--- config.mk ---
export PLATFORM = sky130hd
export DESIGN_NAME = pp2v_layer_compositor
export DESIGN_NICKNAME = d
export VERILOG_FILES = /design/src/rtl/pp2v_layer_compositor.sv
export SDC_FILE = /design/constraint.sdc
export NUM_CORES = 2
export LEC_CHECK = 0
export BUFFER_PORTS_ARGS = -buffer_cell sky130_fd_sc_hd__buf_2
export CORE_ASPECT_RATIO = 1.25
export CORE_MARGIN = 2
export CORE_UTILIZATION = 60
export CTS_CLUSTER_SIZE = 30
export DETAILED_ROUTE_END_ITERATION = 10
export PLACE_DENSITY = 0.87
export SLEW_MARGIN = 20
export SYNTH_ARGS = -nofsm -noshare
export SYNTH_HDL_FRONTEND = slang
export SYNTH_SLANG_ARGS = --single-unit
export TNS_END_PERCENT = 5
--- constraint.sdc ---
create_clock -name clk -period 15.4 [get_ports clk]
set_input_delay 0.77 -clock clk [delete_from_list [all_inputs] [get_ports clk]]
set_output_delay 0.77 -clock clk [all_outputs]
set_load 0.03 [all_outputs]
--- src/rtl/pp2v_layer_compositor.sv ---
// Two-stage layer compositor: N_LAYERS programmable rectangles over a constant background,
// with a double-buffered layer table. Optional mouse cursor is enabled by defining PP2V_CURSOR_EN.
module pp2v_layer_compositor #(
  parameter int          N_LAYERS    = 8,
  parameter int          X_W         = 10,
  parameter int          Y_W         = 9,
  parameter int          CURSOR_SIZE = 20,
  parameter logic [23:0] BG_RGB      = 24'h192D0A,
  localparam int         AW          = (N_LAYERS > 1) ? $clog2(N_LAYERS) : 1
) (
  input  logic           clk,
  input  logic           reset,
  input  logic [X_W-1:0] xPixel,
  input  logic [Y_W-1:0] yPixel,
  input  logic           pixelValid,
  input  logic           frameStart,
  input  logic           cfgWe,
  output logic           cfgReady,
  input  logic [AW-1:0]  cfgAddr,
  input  logic [3:0]     cfgField,
  input  logic [15:0]    cfgData,
  input  logic [10:0]    mouseX,
  input  logic [10:0]    mouseY,
  output logic [7:0]     VGAr,
  output logic [7:0]     VGAg,
  output logic [7:0]     VGAb,
  output logic           outValid
);

  typedef struct packed {
    logic [X_W-1:0] x0;
    logic [X_W-1:0] x1;
    logic [Y_W-1:0] y0;
    logic [Y_W-1:0] y1;
    logic [23:0]    fill;
    logic [23:0]    bcol;
    logic [1:0]     mode;
    logic           bblend;
    logic [3:0]     bw;
  } layer_t;

  layer_t shadow [N_LAYERS];
  layer_t active [N_LAYERS];

  logic cfg_acc;
  assign cfgReady = ~frameStart;
  assign cfg_acc  = cfgWe & cfgReady & (int'(cfgAddr) < N_LAYERS);

  always_ff @(posedge clk) begin
    if (reset) begin
      for (int unsigned i = 0; i < N_LAYERS; i++) shadow[i] <= '0;
    end else if (cfg_acc) begin
      case (cfgField)
        4'd0: shadow[cfgAddr].x0         <= cfgData[X_W-1:0];
        4'd1: shadow[cfgAddr].x1         <= cfgData[X_W-1:0];
        4'd2: shadow[cfgAddr].y0         <= cfgData[Y_W-1:0];
        4'd3: shadow[cfgAddr].y1         <= cfgData[Y_W-1:0];
        4'd4: shadow[cfgAddr].fill[23:8] <= cfgData;
        4'd5: shadow[cfgAddr].fill[7:0]  <= cfgData[7:0];
        4'd6: begin
          shadow[cfgAddr].mode   <= cfgData[6:5];
          shadow[cfgAddr].bblend <= cfgData[4];
          shadow[cfgAddr].bw     <= cfgData[3:0];
        end
        4'd7: shadow[cfgAddr].bcol[23:8] <= cfgData;
        4'd8: shadow[cfgAddr].bcol[7:0]  <= cfgData[7:0];
        default: ;
      endcase
    end
  end

  always_ff @(posedge clk) begin
    if (reset) begin
      for (int unsigned i = 0; i < N_LAYERS; i++) active[i] <= '0;
    end else if (frameStart) begin
      active <= shadow;
    end
  end

  // Stage 1 sees the shadow table during frameStart so that pixel already uses the committed
  // geometry; stage 2 reads the active table, which has been updated by then.
  layer_t              e;
  logic [X_W:0]        xw, yw_dummy_unused;
  logic [Y_W:0]        yw;
  logic [N_LAYERS-1:0] hit_d, brd_d;
  logic                cur_d;

  assign xw = {1'b0, xPixel};
  assign yw = {1'b0, yPixel};
  assign yw_dummy_unused = '0;

  always_comb begin
    e     = '0;
    hit_d = '0;
    brd_d = '0;
    for (int unsigned i = 0; i < N_LAYERS; i++) begin
      e = frameStart ? shadow[i] : active[i];
      hit_d[i] = (xw > {1'b0, e.x0}) && (xw < {1'b0, e.x1}) &&
                 (yw > {1'b0, e.y0}) && (yw < {1'b0, e.y1});
      // x >= x1-bW is evaluated as x+bW >= x1 so a wide border never underflows.
      brd_d[i] = hit_d[i] && (e.bw != 4'd0) &&
                 ((xw <= {1'b0, e.x0} + (X_W+1)'(e.bw)) ||
                  (xw + (X_W+1)'(e.bw) >= {1'b0, e.x1}) ||
                  (yw <= {1'b0, e.y0} + (Y_W+1)'(e.bw)) ||
                  (yw + (Y_W+1)'(e.bw) >= {1'b0, e.y1}));
    end
  end

`ifdef PP2V_CURSOR_EN
  logic [11:0] cx, cy, mx, my;
  assign cx    = 12'(xPixel);
  assign cy    = 12'(yPixel);
  assign mx    = {1'b0, mouseX};
  assign my    = {1'b0, mouseY};
  assign cur_d = (cx > mx) && (cx < mx + 12'(CURSOR_SIZE)) &&
                 (cy > my) && (cy < my + 12'(CURSOR_SIZE));
`else
  logic unused_mouse;
  assign unused_mouse = &{1'b0, mouseX, mouseY};
  assign cur_d        = 1'b0;
`endif

  logic                v1, cur1;
  logic [N_LAYERS-1:0] hit1, brd1;

  always_ff @(posedge clk) begin
    if (reset) begin
      v1   <= 1'b0;
      cur1 <= 1'b0;
      hit1 <= '0;
      brd1 <= '0;
    end else begin
      v1   <= pixelValid;
      cur1 <= cur_d;
      hit1 <= hit_d;
      brd1 <= brd_d;
    end
  end

  function automatic logic [23:0] avg(input logic [23:0] a, input logic [23:0] b);
    logic [8:0] sr, sg, sb;
    sr = {1'b0, a[23:16]} + {1'b0, b[23:16]};
    sg = {1'b0, a[15:8]}  + {1'b0, b[15:8]};
    sb = {1'b0, a[7:0]}   + {1'b0, b[7:0]};
    return {sr[8:1], sg[8:1], sb[8:1]};
  endfunction

  logic [23:0] comp, col;

  always_comb begin
    comp = BG_RGB;
    col  = '0;
    for (int unsigned i = 0; i < N_LAYERS; i++) begin
      if (hit1[i] && (active[i].mode == 2'd1 || active[i].mode == 2'd2)) begin
        if (brd1[i])
          col = active[i].bblend ? avg(active[i].bcol, active[i].fill) : active[i].bcol;
        else
          col = active[i].fill;
        comp = (active[i].mode == 2'd1) ? col : avg(col, comp);
      end
    end
    if (cur1) comp = '1;
  end

  always_ff @(posedge clk) begin
    if (reset) begin
      {VGAr, VGAg, VGAb} <= '0;
      outValid           <= 1'b0;
    end else begin
      {VGAr, VGAg, VGAb} <= v1 ? comp : '0;
      outValid           <= v1;
    end
  end

endmodule
==> run metrics <==
run status completed; final WL 268.5 mm; Die H about 450 um; drt initial violations roughly 7,300; cts hold-fix bufs 0; Top-Level Pins 95; Final Setup Violations 0; Slew HR 0.1875; Comb power frac 0.067; critical path class register to register; drt pass-1 iters 8; Crit path largest cell delay roughly 470 ps; starting density of the core 0.6027; FP Rows around 160; synth-to-layout area growth 7.884%; H-Tree Depth 4; Setup Skew between 20 and 30 ps; switching pwr about 2100 uW; Avg WL per Cell a little over 20 um; fin nets roughly 12,000; Overall Power 8641 uW; yosys warns 0; endpoints failing hold 0; vias roughly 82,000; clk sink count 1,530; crit path time final ~14,000 ps; PwrDens approximately 85 mW/mm2; Peak VDD IR 0.1425 mV; filler instances 11,950; gpl congestion 0.9369; DIE WIDTH 357.7 um; Worst Hold Class primary input to register; Final Cycle Share 0.8852; RSZ-0062 raised after global routing no; Worst setup EP type register; Setup crit start kind register; Hold Slack 177.1 ps; die area around 0.16 mm2; PnR worst setup slack 1767 ps; Sw Ratio 0.2398; Slowest-stage cell, CP a2111oi_0; Slew @ Worst Pin between 1000 and 1500 ps; number of CTS-inserted buffers roughly 160; initial antenna violation count 13; Slew Limit Fails 0; Synth Area per Inst ~8.4 um2; CTS tree yes; Async S/R FF share, synth 0; Worst Path Required approximately 16,000 ps; post-synthesis sequential area ratio 0.3265; Synth Area in Compound Gates 0.1485; ANT nets after route 0; HPWL Detailed 176.2 mm; postcts setup bufs 0; Post-Syn Area approximately 0.094 mm2; first-pass GRT wire length 420.0 mm; Adder-Cell Fraction of Synth Area 0.1559; clk_lat worst skew 830 ps; remaining routing DRC violations 0; critical path arrival between 10,000 and 15,000 ps; Crit Path Max Fanout 6; setup slack, reg-to-reg between 1500 and 2000 ps; share of layout cells above drive strength 1 0.05721; # Max-Cap Violations 0; Post-CTS Resized 0; largest net degree at the start of global routing roughly 230; CTS max path bufs 3; main combinational cell family by area after synthesis simple AND/OR/NAND/NOR gates; P_leak between 0.04 and 0.05 uW; port bufs between 70 and 80; Post-Syn Instances around 11,000; post-synthesis mux area share 0.1158; CORE AREA 0.1557 mm2; Avg Vias per Cell around 6.3; count of cell types in the netlist 98; CTS Root Cell clkbuf_16; xor-xnor portion of the synthesized cell area 0.04266; Clock Power Share 0.475; simple-gate share of the synthesized area 0.1735; ys flop type dfxtp_1; total negative slack 0 ps; total gr overflow 0; Syn Nets 12,360; Flop pwr share 0.459; #FFs+latches synth 1,530; vias in the first global route about 80,000; Total Routing Usage GR 0.3266; fmax between 0.07 and 0.08 GHz; pre-CTS setup slack about 1900 ps; cell-internal power between 6000 and 7000 uW; Post-synth EDFFs 0; clock-pin slew on the worst setup and hold paths approximately 60 ps
==> cells by family (layout without fill, tap and decap cells) <==
logic type	Yosys count	after routing
buffers and inverters	917	799
adders and majority gates	1123	1123
other	0	5
AOI/OAI and AO/OA	2353	2353
DFF	1530	1530
xor gates and xnor gates	457	457
muxes	1076	1076
and+or+nand+nor	3709	3709
==> layout by cell type (no fill, tap or decap), types with 164 or more instances in the layout <==
cell type,Yosys,layout
xor2_1,208,208
nand2_1,1249,1249
ha_1,1046,1046
dfxtp_1,1530,1530
nand3_1,395,395
o21ai_0,314,314
nor2b_1,243,239
a21oi_1,1288,1288
nand2b_1,180,180
a21o_1,262,262
xnor2_1,249,249
mux2i_1,1009,1009
nor2_1,1322,1316
clkbuf_16,0,164
inv_1,293,293
==> power by group through the flow <==
stage	combinational [uW]	clock (uW)	sequential (uW)
5_1_grt	612	4270	3960
3_5_place_dp	551	0	4050
6_report	576	4100	3960
4_1_cts	557	4110	3960
2_1_floorplan	356	0	4050
3_3_place_gp	528	0	4050
==> Yosys cell counts (all sizes together), types with 53 or more instances <==
cell type / count / share of area
a211oi: 54 / 0.0043
xor2: 208 / 0.019
nor2b: 243 / 0.016
xnor2: 249 / 0.023
nor2: 1322 / 0.053
nand4: 53 / 0.0035
mux2: 65 / 0.0078
inv: 295 / 0.012
a21o: 262 / 0.021
fa: 77 / 0.016
ha: 1046 / 0.14
a21oi: 1289 / 0.069
o21a: 76 / 0.0061
nor3: 83 / 0.0045
nand3: 396 / 0.021
dfxtp: 1530 / 0.33
nand2b: 180 / 0.012
buf: 132 / 0.0056
o21ai: 319 / 0.017
clkbuf: 489 / 0.020
mux2i: 1010 / 0.11
nand2: 1249 / 0.050
==> worst paths after layout <==
path,end,startpoint,depth (start not counted)
worst min-delay path,v1$_SDFF_PP0_,pixelValid,2
worst max register to register,VGAr[7]$_SDFF_PP0_,active[698]$_SDFFE_PP0P_,63
worst min register to register,register,register,2
worst max-delay path,VGAr[7]$_SDFF_PP0_,active[698]$_SDFFE_PP0P_,63
==> worst max-delay path: cells and delay by family (launching register included) <==
| family | cells | cell delay (ps) |
|---|---|---|
| simple gates | 17 | 2570 |
| fa+ha+maj | 8 | 2540 |
| buf+inv | 3 | 270 |
| compound gates | 31 | 6470 |
| mux | 4 | 1330 |
| flops | 1 | 350 |
==> through the flow <==
step	instances	util	instance area, um2
after detailed placement	12810	0.6145	95660
after CTS	13100	0.6501	101200
after global routing	13100	0.6501	101200
after global placement	12810	0.6144	95640
final	13100	0.6502	101200
after floorplan	11170	-	93820
==> per-layer routing <==
layer | part of all wire | GRT usage | vias up
li1 | - | - | 38300
met1 | 0.38 | 0.3798 | 38740
met5 | 0.00030 | 0 | -
met2 | 0.46 | 0.5483 | 3641
met3 | 0.083 | 0.05720 | 1216
met4 | 0.073 | 0.2185 | 16
==> final cells by class <==
| class | count | area, um2 | share of cell area |
|---|---|---|---|
| antenna | 5 | 12.51 | 0.0001236 |
| clock buffer | 206 | 4492 | 0.04438 |
| clock inverter | 78 | 1040 | 0.01027 |
| inverter | 296 | 1111 | 0.01098 |
| multi-input combinational | 8718 | 59820 | 0.5910 |
| sequential | 1530 | 30630 | 0.3026 |
| tap | 2050 | 2565 | 0.02534 |
| timing repair buffer | 219 | 1545 | 0.01527 |
Note: power is estimated with default switching activity, not from simulation.
